File: config.mk
export PLATFORM = sky130hd
export DESIGN_NAME = iwdg_multi
export DESIGN_NICKNAME = d
export VERILOG_FILES = /design/src/rtl/wdg_pkg.sv /design/src/rtl/wdg_channel.sv /design/src/rtl/iwdg_multi.sv
export SDC_FILE = /design/constraint.sdc
export NUM_CORES = 1
export LEC_CHECK = 0
export ABC_AREA = 1
export BUFFER_PORTS_ARGS = -buffer_cell sky130_fd_sc_hd__buf_2
export CAP_MARGIN = 20
export CORE_UTILIZATION = 39
export CTS_BUF_LIST = sky130_fd_sc_hd__clkbuf_4 sky130_fd_sc_hd__clkbuf_8 sky130_fd_sc_hd__clkbuf_16
export DETAILED_ROUTE_END_ITERATION = 6
export GPL_ROUTABILITY_DRIVEN = 0
export HOLD_SLACK_MARGIN = 0.06
export SLEW_MARGIN = 0
export SYNTH_ARGS = -nofsm -noshare
export SYNTH_HDL_FRONTEND = slang
export SYNTH_SLANG_ARGS = --single-unit
File: constraint.sdc
create_clock -name clk -period 2.1 [get_ports clk]
set_input_delay 0.42 -clock clk [delete_from_list [all_inputs] [get_ports clk]]
set_output_delay 0.42 -clock clk [all_outputs]
set_load 0.03 [all_outputs]
File: src/rtl/wdg_pkg.sv
// Shared constants for the multi-channel watchdog: refresh keys, register map, status bit positions.
package wdg_pkg;

   localparam logic [15:0] KEY_START  = 16'hCCCC;
   localparam logic [15:0] KEY_RELOAD = 16'hAAAA;
   localparam logic [15:0] KEY_UNLOCK = 16'h5555;

   localparam logic [31:0] OFS_KR   = 32'h0000_0000;
   localparam logic [31:0] OFS_PR   = 32'h0000_0004;
   localparam logic [31:0] OFS_RLR  = 32'h0000_0008;
   localparam logic [31:0] OFS_SR   = 32'h0000_000C;
   localparam logic [31:0] OFS_WINR = 32'h0000_0010;
   localparam logic [31:0] OFS_EWR  = 32'h0000_0014;
   localparam logic [31:0] OFS_CNT  = 32'h0000_0018;

   localparam int SR_RUN    = 0;
   localparam int SR_UNLOCK = 1;
   localparam int SR_EWIF   = 2;
   localparam int SR_WRF    = 3;
   localparam int SR_TORF   = 4;
   localparam int SR_W      = 5;

   typedef enum logic [2:0] {
      REG_KR   = 3'd0,
      REG_PR   = 3'd1,
      REG_RLR  = 3'd2,
      REG_SR   = 3'd3,
      REG_WINR = 3'd4,
      REG_EWR  = 3'd5,
      REG_CNT  = 3'd6,
      REG_NONE = 3'd7
   } reg_sel_e;

   // Offsets not listed (including misaligned ones) map to REG_NONE: acked, read 0, write dropped.
   function automatic reg_sel_e decode_ofs(input logic [31:0] ofs);
      reg_sel_e sel;
      case (ofs)
         OFS_KR:   sel = REG_KR;
         OFS_PR:   sel = REG_PR;
         OFS_RLR:  sel = REG_RLR;
         OFS_SR:   sel = REG_SR;
         OFS_WINR: sel = REG_WINR;
         OFS_EWR:  sel = REG_EWR;
         OFS_CNT:  sel = REG_CNT;
         default:  sel = REG_NONE;
      endcase
      return sel;
   endfunction

endpackage

File: src/rtl/wdg_channel.sv
// One watchdog channel: key/config registers, prescaler, down-counter, window/timeout faults, reset pulse.
// Register writes act on the bus sampling edge; read data is combinational from state; no backpressure.
module wdg_channel
   import wdg_pkg::*;
#(
   parameter int DAT_SIZE  = 16,
   parameter int RLR_SIZE  = 12,
   parameter int PR_SIZE   = 3,
   parameter int RST_PULSE = 4
) (
   input  logic                clk_i,
   input  logic                rst_n_i,
   input  logic                wr_i,
   input  logic [2:0]          sel_i,
   input  logic [DAT_SIZE-1:0] wdat_i,
   output logic [DAT_SIZE-1:0] rdat_o,
   output logic                wdg_rst_o,
   output logic                ewif_o
);

   localparam int PSC_W = (1 << PR_SIZE) + 1;
   localparam int SH_W  = PR_SIZE + 1;
   localparam int PW    = $clog2(RST_PULSE + 1);
   localparam logic [PSC_W-1:0] PSC_ONES = '1;
   localparam logic [SH_W-1:0]  SH_MAX   = SH_W'((1 << PR_SIZE) - 1);

   logic [DAT_SIZE-1:0] kr_q, kr_d;
   logic [PR_SIZE-1:0]  pr_q, pr_d, pr_a_q, pr_a_d;
   logic [RLR_SIZE-1:0] rlr_q, rlr_d, winr_q, winr_d, ewr_q, ewr_d;
   logic [RLR_SIZE-1:0] winr_a_q, winr_a_d, ewr_a_q, ewr_a_d;
   logic [RLR_SIZE-1:0] cnt_q, cnt_d, cnt_dec;
   logic [PSC_W-1:0]    psc_q, psc_d, psc_max;
   logic [PW-1:0]       pulse_q, pulse_d;
   logic                run_q, run_d, unlock_q, unlock_d;
   logic                ewif_q, ewif_d, wrf_q, wrf_d, torf_q, torf_d;
   logic                kr_wr, key_start, key_reload, key_unlock;
   logic                tick, reload, fault;
   logic [SR_W-1:0]     sr;

   assign kr_wr      = wr_i && (sel_i == REG_KR);
   assign key_start  = kr_wr && (wdat_i == DAT_SIZE'(KEY_START));
   assign key_reload = kr_wr && (wdat_i == DAT_SIZE'(KEY_RELOAD));
   assign key_unlock = kr_wr && (wdat_i == DAT_SIZE'(KEY_UNLOCK));

   // Prescaler terminal count 2^(PR+2)-1, built by right-shifting an all-ones word.
   assign psc_max = PSC_ONES >> (SH_MAX - SH_W'(pr_a_q));
   assign tick    = run_q && (psc_q == psc_max);
   assign cnt_dec = cnt_q - 1'b1;

   always_comb begin
      kr_d     = kr_q;
      pr_d     = pr_q;
      rlr_d    = rlr_q;
      winr_d   = winr_q;
      ewr_d    = ewr_q;
      pr_a_d   = pr_a_q;
      winr_a_d = winr_a_q;
      ewr_a_d  = ewr_a_q;
      cnt_d    = cnt_q;
      run_d    = run_q;
      unlock_d = unlock_q;
      ewif_d   = ewif_q;
      wrf_d    = wrf_q;
      torf_d   = torf_q;
      reload   = 1'b0;
      fault    = 1'b0;
      psc_d    = run_q ? (tick ? '0 : psc_q + 1'b1) : '0;
      pulse_d  = (pulse_q != '0) ? pulse_q - 1'b1 : '0;

      if (kr_wr) begin
         kr_d     = wdat_i;
         unlock_d = key_unlock;
      end
      if (key_start) begin
         run_d  = 1'b1;
         reload = 1'b1;
      end
      if (key_reload) begin
         reload = 1'b1;
         if (run_q && (cnt_q > winr_a_q)) begin
            fault = 1'b1;
            wrf_d = 1'b1;
         end
      end

      if (wr_i && unlock_q) begin
         case (sel_i)
            REG_PR:   pr_d   = wdat_i[PR_SIZE-1:0];
            REG_RLR:  rlr_d  = wdat_i[RLR_SIZE-1:0];
            REG_WINR: winr_d = wdat_i[RLR_SIZE-1:0];
            REG_EWR:  ewr_d  = wdat_i[RLR_SIZE-1:0];
            default: ;
         endcase
      end

      if (wr_i && (sel_i == REG_SR)) begin
         if (wdat_i[SR_EWIF]) ewif_d = 1'b0;
         if (wdat_i[SR_WRF])  wrf_d  = 1'b0;
         if (wdat_i[SR_TORF]) torf_d = 1'b0;
      end

      // A bus refresh/start on the tick cycle suppresses the decrement and any timeout.
      if (!reload && tick) begin
         if (cnt_q == '0) begin
            fault  = 1'b1;
            torf_d = 1'b1;
         end else begin
            cnt_d = cnt_dec;
            if ((ewr_a_q != '0) && (cnt_dec == ewr_a_q)) ewif_d = 1'b1;
         end
      end

      if (fault) begin
         reload  = 1'b1;
         pulse_d = PW'(RST_PULSE);
      end

      if (reload) begin
         cnt_d    = rlr_q;
         psc_d    = '0;
         pr_a_d   = pr_q;
         winr_a_d = winr_q;
         ewr_a_d  = ewr_q;
      end
   end

   always_ff @(posedge clk_i or negedge rst_n_i) begin
      if (!rst_n_i) begin
         kr_q     <= '0;
         pr_q     <= '0;
         rlr_q    <= '1;
         winr_q   <= '1;
         ewr_q    <= '0;
         pr_a_q   <= '0;
         winr_a_q <= '1;
         ewr_a_q  <= '0;
         cnt_q    <= '1;
         psc_q    <= '0;
         pulse_q  <= '0;
         run_q    <= 1'b0;
         unlock_q <= 1'b0;
         ewif_q   <= 1'b0;
         wrf_q    <= 1'b0;
         torf_q   <= 1'b0;
      end else begin
         kr_q     <= kr_d;
         pr_q     <= pr_d;
         rlr_q    <= rlr_d;
         winr_q   <= winr_d;
         ewr_q    <= ewr_d;
         pr_a_q   <= pr_a_d;
         winr_a_q <= winr_a_d;
         ewr_a_q  <= ewr_a_d;
         cnt_q    <= cnt_d;
         psc_q    <= psc_d;
         pulse_q  <= pulse_d;
         run_q    <= run_d;
         unlock_q <= unlock_d;
         ewif_q   <= ewif_d;
         wrf_q    <= wrf_d;
         torf_q   <= torf_d;
      end
   end

   always_comb begin
      sr            = '0;
      sr[SR_RUN]    = run_q;
      sr[SR_UNLOCK] = unlock_q;
      sr[SR_EWIF]   = ewif_q;
      sr[SR_WRF]    = wrf_q;
      sr[SR_TORF]   = torf_q;
   end

   always_comb begin
      case (sel_i)
         REG_KR:   rdat_o = kr_q;
         REG_PR:   rdat_o = DAT_SIZE'(pr_q);
         REG_RLR:  rdat_o = DAT_SIZE'(rlr_q);
         REG_SR:   rdat_o = DAT_SIZE'(sr);
         REG_WINR: rdat_o = DAT_SIZE'(winr_q);
         REG_EWR:  rdat_o = DAT_SIZE'(ewr_q);
         REG_CNT:  rdat_o = DAT_SIZE'(cnt_q);
         default:  rdat_o = '0;
      endcase
   end

   assign wdg_rst_o = (pulse_q != '0);
   assign ewif_o    = ewif_q;

endmodule

File: src/rtl/iwdg_multi.sv
// NUM_CH independent watchdogs behind one Wishbone-style slave; ack and read data one cycle after request,
// never stalled; unmapped accesses are acked with zero data and have no effect.
module iwdg_multi
   import wdg_pkg::*;
#(
   parameter int          NUM_CH    = 2,
   parameter int          DAT_SIZE  = 16,
   parameter int          RLR_SIZE  = 12,
   parameter int          PR_SIZE   = 3,
   parameter logic [31:0] BASE_ADR  = 32'h0100_0000,
   parameter logic [31:0] CH_STRIDE = 32'h0000_0020,
   parameter int          RST_PULSE = 4
) (
   input  logic                clk,
   input  logic                rst_n,
   input  logic [DAT_SIZE-1:0] dat_m2s,
   input  logic [31:0]         adr_m2s,
   input  logic                cyc_m2s,
   input  logic                stb_m2s,
   input  logic                we_m2s,
   output logic [DAT_SIZE-1:0] dat_s2m,
   output logic                ack_s2m,
   output logic [NUM_CH-1:0]   wdg_rst,
   output logic                irq
);

   logic                req;
   logic                ack_q, ack_d, irq_q, irq_d;
   logic [DAT_SIZE-1:0] dat_q, dat_d, rd_any;
   logic [DAT_SIZE-1:0] ch_rdat [NUM_CH];
   logic [NUM_CH-1:0]   ch_ewif, ch_rst;

   // The pending ack blocks resampling, so a held cyc/stb yields one ack per transfer.
   assign req = cyc_m2s && stb_m2s && !ack_q;

   for (genvar c = 0; c < NUM_CH; c++) begin : g_ch
      localparam logic [31:0] CH_BASE = BASE_ADR + CH_STRIDE * 32'(c);
      logic [31:0] ofs;
      logic        hit;
      logic [2:0]  sel;

      assign ofs = adr_m2s - CH_BASE;
      assign hit = (ofs < CH_STRIDE);
      assign sel = hit ? decode_ofs(ofs) : REG_NONE;

      wdg_channel #(
         .DAT_SIZE (DAT_SIZE),
         .RLR_SIZE (RLR_SIZE),
         .PR_SIZE  (PR_SIZE),
         .RST_PULSE(RST_PULSE)
      ) u_ch (
         .clk_i    (clk),
         .rst_n_i  (rst_n),
         .wr_i     (req && we_m2s),
         .sel_i    (sel),
         .wdat_i   (dat_m2s),
         .rdat_o   (ch_rdat[c]),
         .wdg_rst_o(ch_rst[c]),
         .ewif_o   (ch_ewif[c])
      );
   end

   always_comb begin
      rd_any = '0;
      for (int c = 0; c < NUM_CH; c++) rd_any = rd_any | ch_rdat[c];
   end

   assign ack_d = req;
   assign dat_d = (req && !we_m2s) ? rd_any : '0;
   assign irq_d = |ch_ewif;

   always_ff @(posedge clk or negedge rst_n) begin
      if (!rst_n) begin
         ack_q <= 1'b0;
         dat_q <= '0;
         irq_q <= 1'b0;
      end else begin
         ack_q <= ack_d;
         dat_q <= dat_d;
         irq_q <= irq_d;
      end
   end

   assign ack_s2m = ack_q;
   assign dat_s2m = dat_q;
   assign irq     = irq_q;
   assign wdg_rst = ch_rst;

endmodule

==> results_dict.tcl <==
set metrics [dict create \
    path_buf_inv 4 \
    min_period_over_period 1.29 \
    placed_area_mm2 0.0179 \
    synth_ff_type "dfrtp_1" \
    ys_seq_area_frac 0.429 \
    nNetsFinal 2453 \
    wl_per_cell_um 18.6 \
    chipWidth_um 193 \
    worstHoldPathType "input port to flip-flop" \
    synthCells 1867 \
    netlist_area_mm2 0.0143 \
    syn_nets 1953 \
    cap_violations 0 \
    arrival_ns 3.18 \
    synthArstFlopShare 1.00 \
    clkTransAtPathRegs_ns 0.06 \
    cts_tree "done" \
    power.total_uw 10800 \
    clock_skew_ns 0.0104 \
    cts_buffers 28 \
    ff2ff_path_depth 15 \
    die_area_mm2 0.0374 \
    synth.largest_area_cell "dfrtp_1" \
    vias 15100 \
    violations "setup timing" \
    cp-end-kind "flip-flop" \
    grt_pass1_wl_mm 79.8 \
    clkLatencyLatePin_ns 0.55 \
    grtUsageTotal 0.267 \
    ys_warn_count 0 \
    cts_htree_levels 1 \
    grt_pass1_vias 15100 \
    crit_required_ns 2.58 \
    rsz0062_at_grt "true" \
    wirelength_mm 52.9 \
    cp-start-kind "flip-flop" \
    max-slew-margin-rel 0.450 \
    cpPeakStageDelay_ns 0.53 \
    rrSetupSlack_ns -0.60 \
    timing.rr.end "g_ch[0].u_ch.cnt_q[1]$_DFFE_PN1P_" \
    hold_violations 0 \
    antenna_found_initial 1 \
    viasPerCell 5.31 \
    status "complete, but fails checks" \
    synth.top_cells.by_count "nand2_1, inv_1, nor2_1, dfrtp_1, o21ai_0" \
    fin_area_mm2 0.0225 \
    seqCellArea_mm2 0.00613 \
    path_delay_family "compound AO/OA/AOI/OAI gates" \
    drive_gt1_frac 0.491 \
    finalSetupViolations 181 \
    overflow 0 \
    ios 73 \
    synth_top_area_share 0.253 \
    crit_chain "inv_2, ha_4, nand2_4, nor2_4, nand4_1, o221a_4, nand2_2, o21a_1, nand2_4, buf_12, buf_12, buf_16, o21ai_4, nand2_1, o21ai_2" \
    yosys-top-cells-area "dfrtp_1, dfstp_2, nand2_1, inv_1, o21ai_0" \
    setup.worst_path.end "g_ch[0].u_ch.cnt_q[1]$_DFFE_PN1P_" \
    ant_nets 0 \
    cp_slowest_cell "dfstp_2" \
    setup_ws_ns -0.599 \
    start_util 0.399 \
    clk_path_buf_depth 3 \
    syn_avg_cell_area_um2 7.64 \
    multi_input_area_mm2 0.00925 \
    tightest_slew_ns 0.824 \
    ys_seq_elements 240 \
    yosys.cell_count.top_type "nand2_1" \
    power_density_mw_per_mm2 481 \
    die_height_um 193 \
    fill_cells 2902 \
    crit_cells 15 \
    drt-pass1-iter-count 7 \
    p_leak_uw 0.0105 \
    antenna_cells 0 \
    report.final.slew_viol_count 0 \
    startpoint "g_ch[0].u_ch.winr_a_q[11]$_DFFE_PN1P_" \
    grt_max_degree 54 \
    syn_to_final_growth_pct 57.8 \
    cts-root-buf "clkbuf_16" \
    dpl.hpwl_mm 35.4 \
    r2r_start "g_ch[0].u_ch.winr_a_q[11]$_DFFE_PN1P_" \
    critPathMaxFanout 6 \
    row_count 69 \
    path_class "flip-flop to flip-flop" \
    vdd_drop_max_uv 518 \
    drcViolationCount 0 \
    port_buffers 72 \
    final.min_clock_period_ns 2.70 \
    clock_sinks 240 \
    max_freq_mhz 371 \
    core_mm2 0.0357 \
    first_iter_violations 1060 \
    yosysUniqueCellTypes 57 \
    synth_edf_count 0 \
]
-- power breakdown --
part / switching (uW) / internal (uW) / total [uW]
clock: 2040 / 3330 / 5370
combinational: 484 / 322 / 807
sequential: 0.797 / 4640 / 4640
-- timing repair --
| action | CTS | global route |
|---|---|---|
| buffers inserted | 59 | 37 |
| pin swaps | 113 | 105 |
| hold buffers | 1 | 0 |
| resized for setup | 358 | 300 |
| endpoints found under the hold margin | 34 | 0 |
| cloned | 15 | 8 |
| endpoints found under the setup margin | 192 | 203 |
-- routing by layer --
metal	vias to the layer above	part of all wire	track usage
met5	-	0	0
met4	0	0.031	0.0824
met3	111	0.070	0.0364
met2	580	0.48	0.446
met1	7337	0.42	0.358
li1	7116	-	-
-- kinds of logic (layout without fill, tap and decap cells) --
| family | after synthesis | count (layout) | synth area share |
|---|---|---|---|
| flops | 240 | 240 | 0.429 |
| compound gates | 282 | 282 | 0.110 |
| fa+ha+maj | 33 | 33 | 0.0289 |
| simple gates | 979 | 989 | 0.319 |
| xor+xnor | 51 | 51 | 0.0313 |
| buf+inv | 281 | 793 | 0.0811 |
| mux | 1 | 1 | 0.000702 |
-- stage by stage --
stage / setup WS [ns] / instances / TNS, ns / hold slack [ns] / util
after global placement: -0.989 / 2690 / -156.25 / 0.369 / 0.500
final: -0.599 / 2850 / -63.55 / 0.138 / 0.630
after detailed placement: -0.988 / 2690 / -164.16 / 0.370 / 0.500
after CTS: -0.534 / 2814 / -46.37 / 0.115 / 0.591
after global routing: -0.704 / 2850 / -84.46 / 0.149 / 0.630
after floorplan: -0.405 / 1867 / -41.79 / 0.124 / -
-- final cells by class --
type | instances | share of cell area
Timing Repair Buffer | 514 | 0.204
Multi-Input combinational cell | 1356 | 0.411
Inverter | 226 | 0.0413
Clock inverter | 13 | 0.00878
Tap cell | 461 | 0.0256
Sequential cell | 240 | 0.272
Clock buffer | 39 | 0.0364
Timing Repair inverter | 1 | 0.000723
-- worst min-delay path by stage --
stage	from	end	slack [ns]	depth (start not counted)
finish	cyc_m2s	ack_s2m$_DFF_PN0_	0.14	3
CTS	cyc_m2s	ack_s2m$_DFF_PN0_	0.11	3
global placement	rst_n	g_ch[1].u_ch.psc_q[4]$_DFF_PN0_	0.37	1
detailed placement	rst_n	g_ch[1].u_ch.psc_q[4]$_DFF_PN0_	0.37	1
global route	cyc_m2s	ack_s2m$_DFF_PN0_	0.15	3
floorplan	rst_n	ack_s2m$_DFF_PN0_	0.12	0
-- worst reg2reg max path: stages, from the launching register on --
cell,delay (ns)
dfstp_2,0.53
inv_2,0.05
ha_4,0.27
nand2_4,0.05
nor2_4,0.11
nand4_1,0.21
o221a_4,0.38
nand2_2,0.07
o21a_1,0.18
nand2_4,0.12
buf_12,0.15
buf_12,0.13
buf_16,0.14
o21ai_4,0.12
nand2_1,0.08
o21ai_2,0.05
-- cell usage in the layout (no fill, tap or decap), types with 9 or more instances in the layout --
master and instances:
nand2_1 359, buf_4 337, inv_1 186, dfrtp_1 143, nor2_1 125, nand2_2 106
dfstp_2 96, o21ai_2 69, buf_6 63, o21ai_0 61, nand3_1 59, buf_2 59
nand2_4 58, nand4_1 55, o21ai_1 55, a21oi_1 43, nor2_4 42, nor2_2 38
nand3_2 34, clkbuf_16 31, buf_12 31, xor2_1 29, inv_2 28, nor4_1 24
ha_1 19, nand2_8 17, a21oi_2 16, ha_4 13, buf_8 13, nor3_2 12
nor3_1 10, xnor2_1 10, xor2_2 9, clkbuf_4 9
-- sequential cells by signal, summed over array words and instances (netlist names) --
| name | cells |
|---|---|
| ack_s2m | 1 |
| dat_s2m | 16 |
| g_ch.u_ch.cnt_q | 24 |
| g_ch.u_ch.ewif_o | 2 |
| g_ch.u_ch.ewr_a_q | 24 |
| g_ch.u_ch.ewr_q | 24 |
| g_ch.u_ch.kr_q | 32 |
| g_ch.u_ch.pr_a_q | 6 |
| g_ch.u_ch.pr_q | 6 |
| g_ch.u_ch.psc_q | 18 |
| g_ch.u_ch.pulse_q | 6 |
| g_ch.u_ch.rlr_q | 24 |
| g_ch.u_ch.run_q | 2 |
| g_ch.u_ch.torf_q | 2 |
| g_ch.u_ch.unlock_q | 2 |
| g_ch.u_ch.winr_a_q | 24 |
| g_ch.u_ch.winr_q | 24 |
| g_ch.u_ch.wrf_q | 2 |
| irq | 1 |
Power figures use the tool's default switching activity.
